$ cat src/rtl/nn_neuron_mac.sv
// rtl/nn_neuron_mac.sv - single-neuron MAC: pops N_INPUTS FIFO words, weights them, adds bias, ReLU + saturate
module nn_neuron_mac #(
  parameter int N_INPUTS = 8,
  parameter int ACC_W    = 40
) (
  input  logic                        clk,
  input  logic                        rst,
  input  logic                        start,
  input  logic                        relu_en,
  input  logic                        w_we,
  input  logic [$clog2(N_INPUTS)-1:0] w_addr,
  input  logic [15:0]                 w_data,
  input  logic                        bias_we,
  input  logic [31:0]                 bias_data,
  input  logic [31:0]                 fifo_data_i,
  input  logic                        fifo_empty_i,
  output logic                        fifo_rd_o,
  output logic                        busy,
  output logic                        out_valid,
  input  logic                        out_ready,
  output logic [31:0]                 out_data
);

  localparam int AW = $clog2(N_INPUTS);

  localparam logic [1:0] S_IDLE  = 2'd0;
  localparam logic [1:0] S_ACCUM = 2'd1;
  localparam logic [1:0] S_ACT   = 2'd2;
  localparam logic [1:0] S_OUT   = 2'd3;

  logic [1:0]              state;
  logic signed [ACC_W-1:0] acc;
  logic [AW-1:0]           idx;
  logic                    relu_q;
  logic signed [15:0]      weight [N_INPUTS];
  logic [31:0]             bias;

  logic [31:0]             bias_eff;
  logic signed [15:0]      operand;
  logic signed [31:0]      prod;
  logic                    acc_fits;
  logic [31:0]             result;
  logic                    unused_hi;

  assign unused_hi = ^fifo_data_i[31:16];

  // A bias write coinciding with start must be seen by that run.
  assign bias_eff = bias_we ? bias_data : bias;

  assign operand   = fifo_data_i[15:0];
  assign prod      = operand * weight[idx];
  assign fifo_rd_o = (state == S_ACCUM) && !fifo_empty_i;
  assign busy      = (state != S_IDLE);

  // Accumulator fits in 32 bits when all bits above bit 31 match the sign.
  assign acc_fits = (&acc[ACC_W-1:31]) || !(|acc[ACC_W-1:31]);

  always_comb begin
    result = acc[31:0];
    if (relu_q && acc[ACC_W-1]) begin
      result = 32'h0000_0000;
    end else if (!acc_fits) begin
      result = acc[ACC_W-1] ? 32'h8000_0000 : 32'h7FFF_FFFF;
    end
  end

  always_ff @(posedge clk or posedge rst) begin
    if (rst) begin
      state     <= S_IDLE;
      acc       <= '0;
      idx       <= '0;
      relu_q    <= 1'b0;
      bias      <= '0;
      out_data  <= '0;
      out_valid <= 1'b0;
      for (int i = 0; i < N_INPUTS; i++) begin
        weight[i] <= '0;
      end
    end else begin
      case (state)
        S_IDLE: begin
          if (w_we) begin
            weight[w_addr] <= w_data;
          end
          if (bias_we) begin
            bias <= bias_data;
          end
          if (start) begin
            acc    <= {{(ACC_W-32){bias_eff[31]}}, bias_eff};
            idx    <= '0;
            relu_q <= relu_en;
            state  <= S_ACCUM;
          end
        end
        S_ACCUM: begin
          if (!fifo_empty_i) begin
            acc <= acc + {{(ACC_W-32){prod[31]}}, prod};
            idx <= idx + AW'(1);
            if (idx == AW'(N_INPUTS - 1)) begin
              state <= S_ACT;
            end
          end
        end
        S_ACT: begin
          out_data  <= result;
          out_valid <= 1'b1;
          state     <= S_OUT;
        end
        default: begin
          if (out_valid && out_ready) begin
            out_valid <= 1'b0;
            state     <= S_IDLE;
          end
        end
      endcase
    end
  end

endmodule

$ cat config.mk
export PLATFORM = sky130hd
export DESIGN_NAME = nn_neuron_mac
export DESIGN_NICKNAME = d
export VERILOG_FILES = /design/src/rtl/nn_neuron_mac.sv
export SDC_FILE = /design/constraint.sdc
export NUM_CORES = 1
export LEC_CHECK = 0
export BUFFER_PORTS_ARGS = -buffer_cell sky130_fd_sc_hd__buf_4
export CAP_MARGIN = 30
export CORE_ASPECT_RATIO = 0.75
export CORE_UTILIZATION = 45
export DETAILED_ROUTE_END_ITERATION = 8
export PLACE_DENSITY = 0.59
export SYNTH_ARGS = -nofsm -noshare
export SYNTH_HDL_FRONTEND = slang
export SYNTH_SLANG_ARGS = --single-unit
export TNS_END_PERCENT = 30
$ cat constraint.sdc
create_clock -name clk -period 20.9 [get_ports clk]
set_input_delay 4.18 -clock clk [delete_from_list [all_inputs] [get_ports clk]]
set_output_delay 4.18 -clock clk [all_outputs]
set_load 0.005 [all_outputs]
==> results of run 1 <==
area by class of cell:
| class | count | area [um2] | share of cell area |
|---|---|---|---|
| sequential | 239 | 5980 | 0.240 |
| clock buffer | 35 | 703 | 0.0282 |
| clock inverter | 10 | 80.1 | 0.00321 |
| timing repair buffer | 136 | 1020 | 0.0409 |
| inverter | 342 | 1290 | 0.0518 |
| tap | 648 | 811 | 0.0325 |
| multi-input combinational | 1530 | 15100 | 0.604 |
metal layers:
metal / part of all wire / routed length, um / vias to the layer above / track usage
met5: 0 / 0 / - / 0
met4: 0.017 / 921 / 0 / 0.0452
met3: 0.048 / 2650 / 54 / 0.0314
met2: 0.46 / 24900 / 320 / 0.342
met1: 0.48 / 26100 / 8270 / 0.334
li1: - / - / 7366 / -
Yosys cell counts, types with 47 or more instances:
master / count / area, um2
inv_1: 342 / 1280
fa_1: 263 / 5270
dfrtp_1: 239 / 5980
mux2_2: 171 / 1930
nand2_1: 151 / 567
nor2_1: 134 / 503
ha_1: 128 / 1600
a21oi_1: 94 / 470
clkbuf_1: 91 / 342
nor2b_1: 86 / 538
o22ai_1: 47 / 294
registers in the layout, summed over array words and instances (netlist names):
name	flops
weight	128
acc	40
bias	32
out_data	32
idx	3
state	2
out_valid	1
relu_q	1
worst max-delay path, delay by kind of cell:
family,cells,cell delay [ns]
compound gates,12,2.88
xor+xnor,1,0.23
simple gates,4,0.64
fa+ha+maj,8,4.49
buf+inv,4,0.37
through the flow:
step           area (um2)  hold WS, ns  setup WS (ns)  cells
2_1_floorplan       22700        0.434           9.12   2210
3_3_place_gp        24200        0.456           8.14   2895
3_5_place_dp        24200        0.461           7.98   2895
4_1_cts             24900        0.470           8.54   2940
5_1_grt             24900        0.494           8.19   2940
6_report            24900        0.469           8.57   2940
logic make-up (layout without fill, tap and decap cells):
kind of cell	count (synthesis)	after routing	synth area share
simple gates	516	516	0.109
buf+inv	441	523	0.0735
fa+ha+maj	391	391	0.303
compound gates	313	313	0.0901
mux	243	243	0.134
flops	239	239	0.264
xor+xnor	67	67	0.0259
how the worst max path moves through the flow:
stage | end | slack [ns] | cells after the start
after floorplan | acc[39] | 9.12 | 30
after global placement | acc[39] | 8.14 | 29
after detailed placement | acc[39] | 7.98 | 29
after CTS | acc[39] | 8.54 | 29
after global routing | acc[38] | 8.19 | 33
final | acc[39] | 8.57 | 29
==> results.md, run 1 <==
- Status: complete, but fails checks
- Failing checks: DRC
- Die ar.: a little over 50000 um2
- Post_cts resized: 0
- Gr usage total: 0.223
- CTS Root Cell: clkbuf_16
- Gate Count Post-Synth: between 2000 and 2500
- Register bit count reported by yosys: roughly 240
- GR Overflow Total: 0
- IO Port Bufs: about 110
- Max incr delay on CP: slightly above 0.9 ns
- DRT Pass-1 Iters: 9
- Crit-path most repeated cell: fa_1
- Post-Synthesis Cell Area: ~23000 um2
- Post-CTS Hold Buffers: 0
- Yosys warning total: 0
- TritonCTS clock tree: yes
- FP Rows: 70
- Crit path capture type: flop
- Fin crit period: 12.33 ns
- R2R Path Start: idx[0]
- Most frequent cells in the layout: inv_1 (341), fa_1 (263), dfrtp_1 (238)
- FILL cells: 4545
- Vias per inst: between 5 and 6
- H-Tree Depth: 1
- RePlAce Congestion: between 0.9 and 1
- Worst Skew: 0.0309 ns
- Max-Cap Viols: 0
- Slowest CP cell: fa_1
- Final TNS setup: 0 ns
- Detail Route Antenna Nets: 0
- Core ar.: 49200 um2
- Vias: around 16000
- First-pass GRT wire length: just over 90000 um
- Flop2flop setup slack: 10.27 ns
- Worst Hold Endpoint: out_data[31]
- Final core utilization: 0.507
- Setup crit start: fifo_data_i[15]
- Routed WL: between 50000 and 60000 um
- Die X: between 200 and 300 um
- Worst skew pair latency: between 0.5 and 0.6 ns
- TritonCTS Buffers: 25
- Worst EP arrival: ~13 ns
- Postcts setup bufs: 0
- Clock sink count: roughly 240
- Die Y: 196 um
- Area delta synth->final: 9.99%
- Hold WC Path Type: flop to flop
- Fraction of layout cells with a size suffix above 1: 0.177
- Clock Path Buffers: 3
- Commonest non-fill, non-tap cell in the layout: inv_1
- DPL Wire Length: 41400 um
- Register area share after synthesis: 0.264
- Iter 0 DRT Violations: 934
- WL/cell: approximately 19 um
- Post-synth EDFFs: 0
- Synthesized area per cell: 10.3 um2
- Worst-Margin Slew: roughly 1.0 ns
- Final worst-path cycle share: 0.590
- CP Launch Type: input port
- Max Clock Freq: between 0.08 and 0.09 GHz
- Crit Path Max Fanout: 16
- Hold Path Origin: relu_q
- CP required: ~21 ns
- Vias in the first global route: between 15000 and 20000
- Final Setup Violations: 0
- IO Pins: between 100 and 150
- Synth Flop Type: dfrtp_1
- Capturing point of the worst reg2reg path: acc[39]
- Headroom to the max-slew limit: 0.306
- Yosys cell types: between 60 and 70
- Initial antenna violation count: 0
- Largest net degree at the start of global routing: 110
- Hold Crit Depth: 1
- Ys async rst share: 1.00
- Worst-path clk slew: 0.06 ns
- Final Max Slew Viols: 0
- RSZ-0062 raised after global routing: no
- Syn nets: ~2700
- Setup CP Type: input port to flop
- Fin nets: 2756
- Final hold viol count: 0
- Starting density of the core: 0.461
- # diodes: 0
- Drt drc: 2
- Worst reg2reg path depth: 31
Power of run 1 is not shown: default switching activity piles up to over one toggle a cycle in this logic, so the estimate is an artifact.
==> inputs of run 2 (changes only) <==
--- a/config.mk
+++ b/config.mk
@@ -10,7 +10,7 @@
 export CORE_ASPECT_RATIO = 0.75
 export CORE_UTILIZATION = 45
 export DETAILED_ROUTE_END_ITERATION = 8
-export PLACE_DENSITY = 0.59
+export PLACE_DENSITY = 0.61
 export SYNTH_ARGS = -nofsm -noshare
 export SYNTH_HDL_FRONTEND = slang
 export SYNTH_SLANG_ARGS = --single-unit
==> constraint.sdc (replaced) <==
create_clock -name clk -period 10.3 [get_ports clk]
set_input_delay 2.06 -clock clk [delete_from_list [all_inputs] [get_ports clk]]
set_output_delay 2.06 -clock clk [all_outputs]
set_load 0.005 [all_outputs]
==> run 2 against run 1 <==
Against the previous run: the flow now finishes without violations; clock skew up 0.019 ns; first-iteration DRC count shrank 6.7%; critical path depth up 8; clock-buffer cell count rose by 4; non-clock buffer count rose by 48; setup slack got worse by 8.0 ns; largest cell class unchanged.
==> results.md, run 2 (synthesis results as in run 1) <==
- RePlAce Congestion: 0.875
- DRT Pass-1 Iters: 7
- Max incr delay on CP: 0.58 ns
- Clock Path Buffers: 3
- Max-Cap Viols: 0
- Max FFs per register: 128
- Worst-path clk slew: about 0.060 ns
- IO Port Bufs: roughly 110
- Pre-CTS setup slack: between 0.07 and 0.08 ns
- Final worst-path cycle share: 0.948
- Hold Path Origin: relu_q
- Iter 0 DRT Violations: roughly 870
- Worst Skew: just under 0.05 ns
- Starting density of the core: 0.461
- Headroom to the max-slew limit: 0.342
- Die X: 261 um
- Fin crit period: about 9.8 ns
- DPL Wire Length: 42000 um
- Fraction of layout cells with a size suffix above 1: 0.194
- CP Launch Type: flop
- Most frequent cells in the layout: inv_1 (341), fa_1 (263), dfrtp_1 (238)
- Final Max Slew Viols: 0
- Setup CP Type: flop to flop
- GR Overflow Total: 0
- # diodes: 0
- Status: finished, final reports clean
- Capturing point of the worst reg2reg path: acc[39]
- Multi-input combinational cell area: between 15000 and 20000 um2
- Fin nets: roughly 2800
- Routed WL: between 50000 and 60000 um
- Final Setup Violations: 0
- CP required: ~11 ns
- FILL cells: 4524
- Gr usage total: 0.223
- Crit Path Max Fanout: 16
- Crit-path most repeated cell: fa_1
- WL/cell: between 15 and 20 um
- Detail Route Antenna Nets: 0
- R2R Path Start: idx[0]
- Seq. cell area: between 5000 and 6000 um2
- Worst reg2reg path depth: 37
- Post-CTS Hold Buffers: 0
- Vias in the first global route: approximately 17000
- Vias per inst: 5.44
- TritonCTS clock tree: yes
- CTS Root Cell: clkbuf_16
- First-pass GRT wire length: between 90000 and 100000 um
- Final hold viol count: 0
- Slowest CP cell: dfrtp_4
- Worst EP arrival: 10.22 ns
- Flop2flop setup slack: between 0.5 and 0.6 ns
- Crit path capture type: flop
- IO Pins: approximately 130
- Worst-Margin Slew: between 0.9 and 1 ns
- Worst Setup Slack, final: between 0.5 and 0.6 ns
- Critical Path Sink: acc[39]
- Largest net degree at the start of global routing: roughly 110
- Hold WC Path Type: flop to flop
- Die ar.: 51300 um2
- FP Rows: 70
- Worst skew pair latency: 0.58 ns
- RSZ-0062 raised after global routing: no
- Largest regs: weight x128, acc x40
- Clock sink count: between 200 and 250
- Reg with most FFs: weight
- Drt drc: 0
- H-Tree Depth: 1
- Die Y: approximately 200 um
- Vias: ~16000
- Setup crit start: idx[0]
- Initial antenna violation count: 0
- TritonCTS Buffers: 26
- Final TNS setup: 0 ns
- Max Clock Freq: 0.102 GHz
- Core ar.: around 50000 um2
- Commonest non-fill, non-tap cell in the layout: inv_1
- Area delta synth->final: 12.3%
## run 2: changes by cell type in the layout (fill, tap and decap cells not counted), sizes merged
cell / change
inv: -1
clkinvlp: -1
buf: +48
bufinv: +1
clkbuf: +4
clkinv: -2
## run 2: critical path, delay by kind of cell (launching register included)
family / cells / cell delay [ns]
buf+inv: 7 / 0.61
flops: 1 / 0.58
xor+xnor: 2 / 0.37
fa+ha+maj: 8 / 3.63
compound gates: 14 / 2.85
simple gates: 4 / 0.75
mux: 2 / 0.82
## run 2: through the flow
step            util  instances  area [um2]  hold WS [ns]
6_report       0.517       2989       25500         0.481
5_1_grt        0.517       2989       25500         0.499
4_1_cts        0.516       2985       25400         0.480
2_1_floorplan      -       2210       22700         0.434
3_5_place_dp   0.499       2939       24500         0.476
3_3_place_gp   0.498       2938       24500         0.452
## run 2: per-layer routing
metal / global-route usage / up-vias / part of all wire
li1: - / 7487 / -
met1: 0.320 / 8371 / 0.46
met2: 0.362 / 340 / 0.47
met3: 0.0300 / 66 / 0.045
met4: 0.0446 / 0 / 0.019
met5: 0 / - / 0
## run 2: layout make-up
type | instances | share of cell area
repair buffers | 184 | 0.0570
clock buffers | 39 | 0.0306
well taps | 648 | 0.0318
multi-input cells | 1530 | 0.591
flip-flops and latches | 239 | 0.235
clock inverters | 7 | 0.00373
inverters | 342 | 0.0507
## run 2: timing repair
item	in CTS	in global routing
setup endpoints to repair	0	7
setup buffers	0	4
resized for setup	0	1
## run 2: how the worst min path moves through the flow
| stage | endpoint | slack (ns) | cells past startpoint |
|---|---|---|---|
| 2_1_floorplan | out_data[31] | 0.43 | 1 |
| 3_3_place_gp | out_data[31] | 0.45 | 1 |
| 3_5_place_dp | out_data[31] | 0.48 | 1 |
| 4_1_cts | out_data[31] | 0.48 | 1 |
| 5_1_grt | out_data[31] | 0.50 | 1 |
| 6_report | out_data[31] | 0.48 | 1 |
Power of run 2 is left out for the same reason.
==> inputs of run 3 (changes only) <==
--- a/config.mk
+++ b/config.mk
@@ -5,6 +5,8 @@
 export SDC_FILE = /design/constraint.sdc
 export NUM_CORES = 1
 export LEC_CHECK = 0
+export ABC_AREA = 1
+export ABC_CLOCK_PERIOD_IN_PS = 10300
 export BUFFER_PORTS_ARGS = -buffer_cell sky130_fd_sc_hd__buf_4
 export CAP_MARGIN = 30
 export CORE_ASPECT_RATIO = 0.75
==> run 3 against run 2 <==
Against the previous run: cell area up 0.82%; first-iteration DRC count grew 93%; die area grew 2.7%; highest routed layer unchanged; flip-flop and latch count unchanged; area after synthesis is 2.7% higher; fmax grew 3.8%; via count grew 21%; cell count increased by 24%; core utilization shrank 1.0 points; clock skew shrank 0.023 ns; register-to-register slack improved by 0.35 ns.
==> results.md, run 3 <==
- Status: finished, final reports clean
- Worst EP arrival: between 9 and 10 ns
- Iter 0 DRT Violations: 1678
- Initial antenna violation count: 1
- Share of the synthesized area in the top cell type: 0.257
- Met3 GRT Util: 0.0594
- Vias in the first global route: a little under 20000
- Capturing point of the worst reg2reg path: acc[38]
- Setup CP Type: flop to flop
- Multi-input combinational cell area: between 10000 and 15000 um2
- Routed WL: just under 70000 um
- Clock sink count: around 240
- Cell accounting for the most synthesized area: dfrtp_1
- Max-Cap Viols: 0
- Seq. cell area: 5980 um2
- Final Max Slew Viols: 0
- Global routing usage on met1: 0.387
- Final worst-path cycle share: 0.914
- Synth top cells by count: nand2_1 (671), inv_1 (490), nor2_1 (339), o21ai_0 (328), fa_1 (263)
- Worst-path clk slew: 0.06 ns
- Delay-heaviest family, CP: adder cells
- Max Clock Freq: 0.106 GHz
- TritonCTS clock tree: yes
- Max incr delay on CP: a little over 0.8 ns
- Met2 Track Usage GR: 0.418
- TritonCTS Buffers: 25
- Area delta synth->final: 10.2%
- Final TNS setup: 0 ns
- Die Y: 199 um
- Worst path depth: 36
- Worst Setup Slack, final: roughly 0.9 ns
- Register area share after synthesis: 0.257
- Fraction of layout cells with a size suffix above 1: 0.0729
- Yosys warning total: 0
- Vias: 19700
- Hold WC Path Type: flop to flop
- RePlAce Congestion: ~0.98
- Top post-synthesis cells by area: dfrtp_1 (26%), fa_1 (23%), nand2_1 (11%)
- Most frequent cells in the layout: nand2_1 (671), inv_1 (488), nor2_1 (339)
- FILL cells: 4956
- Ys async rst share: 1.00
- Worst-Margin Slew: ~0.84 ns
- Post-Synthesis Cell Area: 23300 um2
- Pre-CTS setup slack: 0.536 ns
- Synth Area in Adders: 0.295
- Yosys cell types: 51
- CP Launch Type: flop
- Most Used Layer, Global Route: met2
- Clock Path Buffers: 3
- Core ar.: around 51000 um2
- Crit Path Max Fanout: 44
- Die X: 265 um
- Commonest non-fill, non-tap cell in the layout: nand2_1
- Post_cts resized: 0
- Syn nets: approximately 3500
- Register bit count reported by yosys: 239
- Headroom to the max-slew limit: 0.442
- Synth Flop Type: dfrtp_1
- First-pass GRT wire length: between 100000 and 150000 um
- Simple-gate share of the synthesized area: 0.200
- RSZ-0062 raised after global routing: no
- Worst path buffer plus inverter count: 7
- Slowest CP cell: fa_1
- Worst skew pair latency: approximately 0.56 ns
- Gr usage total: 0.270
- Cell with the most instances after synthesis: nand2_1
- Postcts setup bufs: 0
- Post-synth EDFFs: 0
- Drt drc: 0
- WL/cell: 18.6 um
- Critical Path Sink: acc[38]
- IO Pins: approximately 130
- Starting density of the core: 0.460
- Gate Count Post-Synth: ~3000
- Crit path capture type: flop
- Post-synthesis compound-gate area fraction: 0.128
- Largest net degree at the start of global routing: 120
- Post-synthesis xor/xnor area fraction: 0.0147
- Reg with most FFs: weight
- Max FFs per register: roughly 130
- IO Port Bufs: roughly 110
- H-Tree Depth: 1
- Worst reg2reg path depth: 36
- GR Overflow Total: 0
- Flop2flop setup slack: 0.89 ns
- Mux cell area share after synthesis: 0.00473
- Detail Route Antenna Nets: 0
- DPL Wire Length: roughly 55000 um
- FP Rows: 71
- Worst Skew: around 0.026 ns
- Largest family of logic cells by synthesized area: adder cells
- Largest regs: weight x128, acc x40
- DRT Pass-1 Iters: 5
- R2R Path Start: idx[0]
- Final hold viol count: 0
- Vias per inst: about 5.3
- Synthesized area per cell: between 7 and 8 um2
- Final Setup Violations: 0
- Fin nets: 3524
- Setup crit start: idx[0]
- Post-CTS Hold Buffers: 0
- Die ar.: ~53000 um2
- Crit-path most repeated cell: nand2_1
- CP required: ~11 ns
- Fin crit period: between 9 and 10 ns
- CTS Root Cell: clkbuf_16
==> run 3: changes by cell type after synthesis, sizes merged, moves of 29 or more <==
cell   delta
o21ai   +288
nand3    +53
o22ai    -46
inv     +152
nor2    +217
nand2   +526
and2     -46
nor2b    -86
buf      +38
mux2    -172
xnor2    -29
mux4     -32
==> run 3: metal layers <==
layer,part of all wire,vias to the layer above
li1,-,9466
met1,0.46,9602
met2,0.44,578
met3,0.076,84
met4,0.023,0
met5,0,-
==> run 3: worst min path at each step <==
stage,startpoint,to,slack (ns),cells after the start
4_1_cts,weight[34],weight[34],0.48,2
3_3_place_gp,weight[92],weight[92],0.46,2
3_5_place_dp,weight[34],weight[34],0.47,2
2_1_floorplan,bias[11],bias[11],0.45,2
6_report,weight[34],weight[34],0.48,2
5_1_grt,weight[25],weight[25],0.50,2
==> run 3: final cells by class <==
class                      instances  area share
antenna                            1   0.0000975
clock inverter                     9     0.00424
clock buffer                      33      0.0275
multi-input combinational       2135       0.583
sequential                       239       0.233
timing repair buffer             138      0.0466
inverter                         503      0.0738
tap                              657      0.0320
==> run 3: cells by family after synthesis <==
logic type / count (synthesis)
compound gates: 539
xor+xnor: 39
simple gates: 1155
flops: 239
fa+ha+maj: 391
buf+inv: 613
mux: 11
==> run 3: worst reg2reg max path, delay by kind of cell, from the launching register on <==
kind,cells,cell delay [ns]
DFF,1,0.57
buffers and inverters,7,0.89
and+or+nand+nor,18,2.98
adders and majority gates,8,4.35
AOI/OAI and AO/OA,3,0.51
==> run 3: through the flow <==
stage               cells  hold WS [ns]   util  area (um2)
floorplan            2987         0.448      -       23300
global placement     3664         0.462  0.486       24600
detailed placement   3672         0.468  0.491       24900
CTS                  3714         0.483  0.507       25700
global route         3714         0.503  0.507       25700
finish               3715         0.479  0.507       25700
Power of run 3 is left out for the same reason.
